<file path="src/rtl/rr_merge_fifo_dataless_pkg.sv">
// Shared helpers for the round-robin merge FIFO: width derivation,
// wrap-around increment and the FIFO operation encoding.
package rr_merge_fifo_dataless_pkg;

    typedef enum logic [1:0] {
        OP_NONE  = 2'b00,
        OP_READ  = 2'b01,
        OP_WRITE = 2'b10,
        OP_BOTH  = 2'b11
    } fifo_op_e;

    function automatic int clog2(input int value);
        int result;
        result = 0;
        for (int i = 0; i < 31; i++) begin
            if ((1 << i) < value) begin
                result = i + 1;
            end
        end
        return result;
    endfunction

    function automatic int idx_width(input int size);
        return (clog2(size) > 1) ? clog2(size) : 1;
    endfunction

    // Explicit compare keeps non-power-of-two limits correct.
    function automatic int unsigned wrap_inc(input int unsigned value, input int unsigned limit);
        return (value == limit - 1) ? 0 : value + 1;
    endfunction

endpackage

</file>
<file path="src/rtl/rr_merge_fifo_dataless_select.sv">
// Combinational round-robin picker: first valid input at or after prio,
// wrapping past SIZE-1 back to 0.
module rr_priority_select
    import rr_merge_fifo_dataless_pkg::*;
#(
    parameter int SIZE = 4,
    parameter int IDXW = 2
) (
    input  logic [SIZE-1:0] ins_valid,
    input  logic [IDXW-1:0] prio,
    output logic [IDXW-1:0] w,
    output logic            grant
);

    logic [2*SIZE-1:0] doubled;
    logic [SIZE-1:0]   rotated;
    int                first;
    int                pos;

    // Rotating a doubled copy puts the prio input at bit 0.
    always_comb begin
        doubled = {ins_valid, ins_valid};
        rotated = SIZE'(doubled >> prio);
        first   = 0;
        grant   = 1'b0;
        for (int i = SIZE - 1; i >= 0; i--) begin
            if (rotated[i]) begin
                first = i;
                grant = 1'b1;
            end
        end
        pos = int'(prio) + first;
        if (pos >= SIZE) begin
            pos = pos - SIZE;
        end
        w = IDXW'(pos);
    end

endmodule

</file>
<file path="src/rtl/rr_merge_fifo_dataless.sv">
// Round-robin merge of SIZE dataless channels into one token FIFO that
// remembers which input each token came from.
module rr_merge_fifo_dataless
    import rr_merge_fifo_dataless_pkg::*;
#(
    parameter int SIZE  = 4,
    parameter int SLOTS = 4,
    localparam int IDXW = idx_width(SIZE)
) (
    input  logic            clk,
    input  logic            rst,
    input  logic [SIZE-1:0] ins_valid,
    output logic [SIZE-1:0] ins_ready,
    output logic            outs_valid,
    input  logic            outs_ready,
    output logic [IDXW-1:0] index
);

    localparam int PTRW = (clog2(SLOTS) > 1) ? clog2(SLOTS) : 1;
    localparam int CNTW = clog2(SLOTS + 1);

    logic [IDXW-1:0] prio_q, prio_d;
    logic [PTRW-1:0] head_q, head_d;
    logic [PTRW-1:0] tail_q, tail_d;
    logic [CNTW-1:0] count_q, count_d;
    logic [IDXW-1:0] tag_q [SLOTS];
    logic [IDXW-1:0] tag_d [SLOTS];

    logic [IDXW-1:0] w;
    logic            grant;
    logic            space;
    logic            write_en;
    logic            read_en;
    fifo_op_e        op;

    rr_priority_select #(
        .SIZE (SIZE),
        .IDXW (IDXW)
    ) u_select (
        .ins_valid (ins_valid),
        .prio      (prio_q),
        .w         (w),
        .grant     (grant)
    );

    // A full FIFO still accepts when the head is being drained this cycle.
    always_comb begin
        space    = (count_q != CNTW'(SLOTS)) || outs_ready;
        write_en = grant && space && !rst;
        read_en  = outs_ready && (count_q != '0);
        op       = fifo_op_e'({write_en, read_en});

        ins_ready = '0;
        if (write_en) begin
            ins_ready[w] = 1'b1;
        end

        prio_d = prio_q;
        head_d = head_q;
        tail_d = tail_q;
        tag_d  = tag_q;
        if (write_en) begin
            tag_d[tail_q] = w;
            tail_d        = PTRW'(wrap_inc(32'(tail_q), SLOTS));
            prio_d        = IDXW'(wrap_inc(32'(w), SIZE));
        end
        if (read_en) begin
            head_d = PTRW'(wrap_inc(32'(head_q), SLOTS));
        end

        case (op)
            OP_WRITE: count_d = count_q + CNTW'(1);
            OP_READ:  count_d = count_q - CNTW'(1);
            default:  count_d = count_q;
        endcase
    end

    always_ff @(posedge clk) begin
        if (rst) begin
            prio_q  <= '0;
            head_q  <= '0;
            tail_q  <= '0;
            count_q <= '0;
        end else begin
            prio_q  <= prio_d;
            head_q  <= head_d;
            tail_q  <= tail_d;
            count_q <= count_d;
        end
    end

    // Tag storage needs no reset; count gates its visibility.
    always_ff @(posedge clk) begin
        tag_q <= tag_d;
    end

    assign outs_valid = (count_q != '0);
    assign index      = tag_q[head_q];

endmodule

</file>
<file path="config.mk">
export PLATFORM = sky130hd
export DESIGN_NAME = rr_merge_fifo_dataless
export DESIGN_NICKNAME = d
export VERILOG_FILES = /design/src/rtl/rr_merge_fifo_dataless_pkg.sv /design/src/rtl/rr_merge_fifo_dataless_select.sv /design/src/rtl/rr_merge_fifo_dataless.sv
export SDC_FILE = /design/constraint.sdc
export NUM_CORES = 1
export LEC_CHECK = 0
export CORE_MARGIN = 4
export CORE_UTILIZATION = 50
export DETAILED_ROUTE_END_ITERATION = 10
export MAX_ROUTING_LAYER = met4
export PLACE_DENSITY = 0.8
export REMOVE_ABC_BUFFERS = 1
export SLEW_MARGIN = 20
export SYNTH_ARGS = -nofsm -noshare
export SYNTH_HDL_FRONTEND = slang
export SYNTH_SLANG_ARGS = --single-unit
</file>
<file path="constraint.sdc">
create_clock -name clk -period 8.7 [get_ports clk]
set_input_delay 2.175 -clock clk [delete_from_list [all_inputs] [get_ports clk]]
set_output_delay 2.175 -clock clk [all_outputs]
set_load 0.005 [all_outputs]
</file>
Word-level counts from Yosys, hierarchy flattened
Index checks and enable logic that the tools add are counted.
W data, S select, Z words.
{ "classes": {"shift": 1, "n_eq_ne": 6, "n_bitwise": 2, "n_addsub": 7, "muxes": 22, "magnitude_cmp": 6, "reduce_logical": 9} }
{ "op_table": {"columns": ["cell", "count"], "rows": [
  ["$mux W2", 11],
  ["$ge A3 B3 Y1 const B", 3],
  ["$bwmux W8", 1],
  ["$eq A2 B2 Y1 const B", 4],
  ["$shr A8 B2 Y4", 1],
  ["$add A2 B1 Y2 const B", 3],
  ["$not A2 Y3", 2],
  ["$pmux W3 S2", 1],
  ["$logic_and A1 B1 Y1", 5],
  ["$mux W1", 5],
  ["$bmux W2 S2", 1],
  ["$demux W2 S2", 1],
  ["$mux W4", 1],
  ["$add A2 B2 Y3", 1],
  ["$add A3 B1 Y3 const B", 1],
  ["$lt A2 B3 Y1 const B", 1],
  ["$lt A3 B1 Y1 const B", 1],
  ["$ne A3 B3 Y1 const B", 1],
  ["$reduce_bool A3 Y1", 1],
  ["$sub A3 B1 Y3 const B", 1],
  ["$demux W1 S2", 1],
  ["$eq A2 B1 Y1 const B", 1],
  ["$ge A2 B1 Y1 const B", 1],
  ["$reduce_bool A2 Y1", 1],
  ["other kinds (3)", 3]
]} }
{ "word_totals": {"word_cells": 61, "reg_bits": 17, "output_inout_bits": 7} }

Longest topological paths before layout
{ "depth": {"word_depth": 13, "depth_mapped": 12} }

Cells and area by module
Synthesis repeated with hierarchy kept, for this count alone.
{ "hier_totals": {"cells_unflattened": 107, "hier_area_um2": 1096.1} }
{ "by_module_without_submodules": {"columns": ["mod", "instances", "area_each_um2", "cells_each"], "rows": [
  ["rr_merge_fifo_dataless", 1, 915.9, 84],
  ["rr_priority_select", 1, 180.2, 23]
]} }

Worst setup path after synthesis
Ideal clock, no wire load.
{ "synth_path": {"kind": "input to output", "from": "in ins_valid[0]", "to": "out ins_ready[3]", "path_stages": 9, "n_path_buf": 0, "slack_ns": 2.574, "arrival_ns": 3.951, "path_cell_list": "nor2_1 -> a221oi_1 -> a31oi_1 -> a211o_1 -> ha_1 -> xnor2_1 -> xor2_1 -> ha_1 -> and2_1"} }
{ "synth_rtl": {"columns": ["item", "line_no", "rtl"], "rows": [
  ["from (decl)", "rr_merge_fifo_dataless.sv:12", "input logic [SIZE-1:0] ins_valid,"],
  ["to (decl)", "rr_merge_fifo_dataless.sv:13", "output logic [SIZE-1:0] ins_ready,"]
]} }

==> impl_metrics.tcl <==
set metrics [dict create \
    r2r_start "prio_q[0]" \
    drtPass1Iterations 4 \
    power.net_switching_uw 140 \
    wire_per_inst_um 12.4 \
    timing.critical_path.max_delay_family "buffers and inverters" \
    synth-seq-area-share_pct 39.1 \
    drt_wl_total_um 1800 \
    cts_buffers 3 \
    fmax_ghz 0.134 \
    skew_ps 9.60 \
    tritoncts "built" \
    hold_class "reg2reg" \
    cts-hold-fix-buffers 0 \
    via_per_inst 5.30 \
    fin_worst_hold_slack_ps 514 \
    dpl.hpwl_um 1390 \
    worst_ep_required_time_ps 6530 \
    hold-path-cell-count 2 \
    maxSlewHeadroom_pct 66.6 \
    p_comb_share_pct 51.2 \
    setup-tns-final_ps 0 \
    filler_cell_count 168 \
    final_critical_path_setup_slack_ps 1210 \
    drc 0 \
    critical_path.endpoint_type "primary output" \
    finalSetupViolCount 0 \
    grt_pass1_wl_um 3070 \
    power.share.clock_pct 11.7 \
    global_route.overflow_total 0 \
    timing.hold.worst.start "count_q[2]" \
    nature_of_the_critical_path_startpoint "input pin" \
    drive_above_1_share_pct 10.9 \
    cts_buffer_depth 2 \
    vias_after_detailed_routing 774 \
    clkSinkCount 17 \
    clock_insertion_delay_worst_skew_ps 300 \
    cell_internal_pwr_uw 233 \
    die-width_um 54.4 \
    timing.reg2reg.worst_path_depth 11 \
    run_status "finished clean" \
    nets 139 \
    timing.hold.worst_endpoint "count_q[2]" \
    grt_setup_unrepaired "no" \
    synth-warning-count 0 \
    port_buffers 13 \
    fp.coreArea_um2 2000 \
    dp_slack_ps 1200 \
    drt_first_iter_violations 12 \
    routabilityCongestion 0.770 \
    p_per_area_nw_per_um2 299 \
    cp_slowest_stage_delay_ps 610 \
    syn-mean-instance-area_um2 10.2 \
    finalHoldViolations 0 \
    h-tree-depth 1 \
    timing.reg2reg.setup_slack_ps 5890 \
    postSynth.topFlopCell "sky130_fd_sc_hd__dfxtp_1" \
    first_global_vias 741 \
    netSwitchingFraction_pct 37.6 \
    initial_core_utilization_pct 53.8 \
    fin_crit_ps 7490 \
    ir_drop_uv 177 \
    tightest_slew_ps 500 \
    route.met3.wl_um 44 \
    postSynth.asyncResetShare_pct 0 \
    synth_area_um2 1080 \
    final_standard_cell_count_with_taps_included_and_fillers_excluded 146 \
    wl_met1_um 788 \
    worstPathArrival_ps 5310 \
    seq_power_share_pct 37.1 \
    cts.reportedPaths.clkPinSlew_ps 90 \
    regToRegEndpoint "prio_q[0]" \
    dp.cells 142 \
    routed-wl-met2_um 931 \
    synthCells 106 \
    num_antenna_cells 0 \
    timing.final.crit_share_pct 86.1 \
    route.top_layer_used "met4" \
    antenna_found_initial 0 \
    cts-root-buf "sky130_fd_sc_hd__clkbuf_4" \
    synth_enable_flop_cells 8 \
    number_of_library_cell_types_mapped_by_synthesis 35 \
    cts_resized 0 \
    timing.setup.critical_path_class "in2out" \
    worst-path-buf-inv 2 \
    rows 16 \
    ordered_list_of_cells_on_the_worst_path "clkdlybuf4s50_1 -> nor2b_1 -> a221oi_1 -> a31oi_1 -> a211o_1 -> ha_1 -> xnor2_1 -> xor2_1 -> ha_1 -> and2_1 -> clkdlybuf4s50_1" \
    drv.max_cap_violation_count 0 \
    post-cts-setup-buffers 0 \
    grt_start_max_net_pins 16 \
    groute.usage.overall_pct 14.9 \
    p_leak_uw 0.000479 \
    ant_nets 0 \
    die_area_um2 2960 \
    pins_over_slew_limit 0 \
    multi_input_comb_area_um2 603 \
    ys_ff_latch 17 \
    area_used_by_sequential_logic_in_the_layout_um2 420 \
    die_height_um 54.4 \
    boundaryPins 14 \
    critical-path-slowest-cell "sky130_fd_sc_hd__clkdlybuf4s50_1" \
    worstPathMaxFanout 7 \
    area_growth_pct 15.9 \
]
==> cell families (layout without fill, tap and decap cells) <==
group | Yosys count | in the layout | synth area share, %
AO/OA/AOI/OAI | 18 | 18 | 11.7
buffers and inverters | 12 | 25 | 4.88
adder cells (fa/ha/maj) | 12 | 12 | 14.7
XOR/XNOR | 5 | 5 | 4.77
flip-flops | 17 | 17 | 39.1
AND/OR/NAND/NOR | 40 | 40 | 20.7
multiplexers | 2 | 2 | 4.19
==> layer usage <==
metal	up-vias	track usage [%]
li1	393	-
met1	364	16.9
met2	13	25.7
met3	4	1.63
met4	0	7.47
met5	-	-
==> metrics by stage <==
step           cell area [um^2]  total power (uW)  utilization [%]
2_1_floorplan              1050               262                -
3_3_place_gp               1220               325             60.8
3_5_place_dp               1220               333             60.8
4_1_cts                    1250               377             62.3
5_1_grt                    1250               406             62.3
6_report                   1250               374             62.3
==> how the worst max path moves through the flow <==
stage               depth (start not counted)  slack, ps      endpoint    startpoint
global route                               11        960  ins_ready[3]  ins_valid[1]
global placement                           11       1350  ins_ready[3]  ins_valid[0]
finish                                     11       1210  ins_ready[3]  ins_valid[1]
floorplan                                   9       2570  ins_ready[3]  ins_valid[0]
detailed placement                         11       1200  ins_ready[3]  ins_valid[1]
CTS                                        11       1200  ins_ready[3]  ins_valid[1]
==> power groups by stage <==
| stage | sequential (uW) | clock (uW) | combinational [uW] |
|---|---|---|---|
| 2_1_floorplan | 135 | 0 | 127 |
| 3_5_place_dp | 140 | 0 | 193 |
| 6_report | 139 | 43.5 | 191 |
| 4_1_cts | 139 | 44.4 | 194 |
| 3_3_place_gp | 139 | 0 | 186 |
| 5_1_grt | 142 | 49.3 | 215 |
==> synthesized netlist by cell type (3+ instances only) <==
cell type                  count  area, um^2
sky130_fd_sc_hd__ha_1         11         138
sky130_fd_sc_hd__and2_1        8        50.1
sky130_fd_sc_hd__dfxtp_1       9         180
sky130_fd_sc_hd__inv_1         7        26.3
sky130_fd_sc_hd__nand2_1       6        22.5
sky130_fd_sc_hd__xor2_1        3        26.3
sky130_fd_sc_hd__a21oi_1       6        30.0
sky130_fd_sc_hd__nor2_1       13        48.8
sky130_fd_sc_hd__edfxtp_1      8         240
==> flip-flops by register name (all words and copies together), names as in the netlist <==
| register | flops |
|---|---|
| head_q | 2 |
| tag_q | 8 |
| count_q | 3 |
| prio_q | 2 |
| tail_q | 2 |
==> cells in the final DEF, fill, tap and decap left out, drive strengths merged, types with 3 or more instances in the layout <==
cell type / n
ha: 11
nor2: 14
inv: 8
xor2: 3
nand2: 6
a21oi: 6
edfxtp: 8
and2: 8
dfxtp: 9
clkbuf: 3
o21ai: 3
clkdlybuf4s50: 13
==> layout make-up <==
class | instances | area share, %
clock inverter | 1 | 0.602
multi-input combinational | 77 | 48.3
inverter | 8 | 2.41
sequential | 17 | 33.7
clock buffer | 3 | 1.81
tap | 27 | 2.71
timing repair buffer | 13 | 10.4
==> worst reg2reg max path, stage by stage (launching register included) <==
cell	delay, ps
sky130_fd_sc_hd__dfxtp_1	540
sky130_fd_sc_hd__nor2_1	90
sky130_fd_sc_hd__a221oi_1	290
sky130_fd_sc_hd__a31oi_1	70
sky130_fd_sc_hd__a211o_1	280
sky130_fd_sc_hd__ha_1	190
sky130_fd_sc_hd__xnor2_1	310
sky130_fd_sc_hd__xor2_1	420
sky130_fd_sc_hd__ha_1	270
sky130_fd_sc_hd__nor3b_2	60
sky130_fd_sc_hd__a21oi_1	140
sky130_fd_sc_hd__nor2_1	50
(Power assumes the default switching activity.)
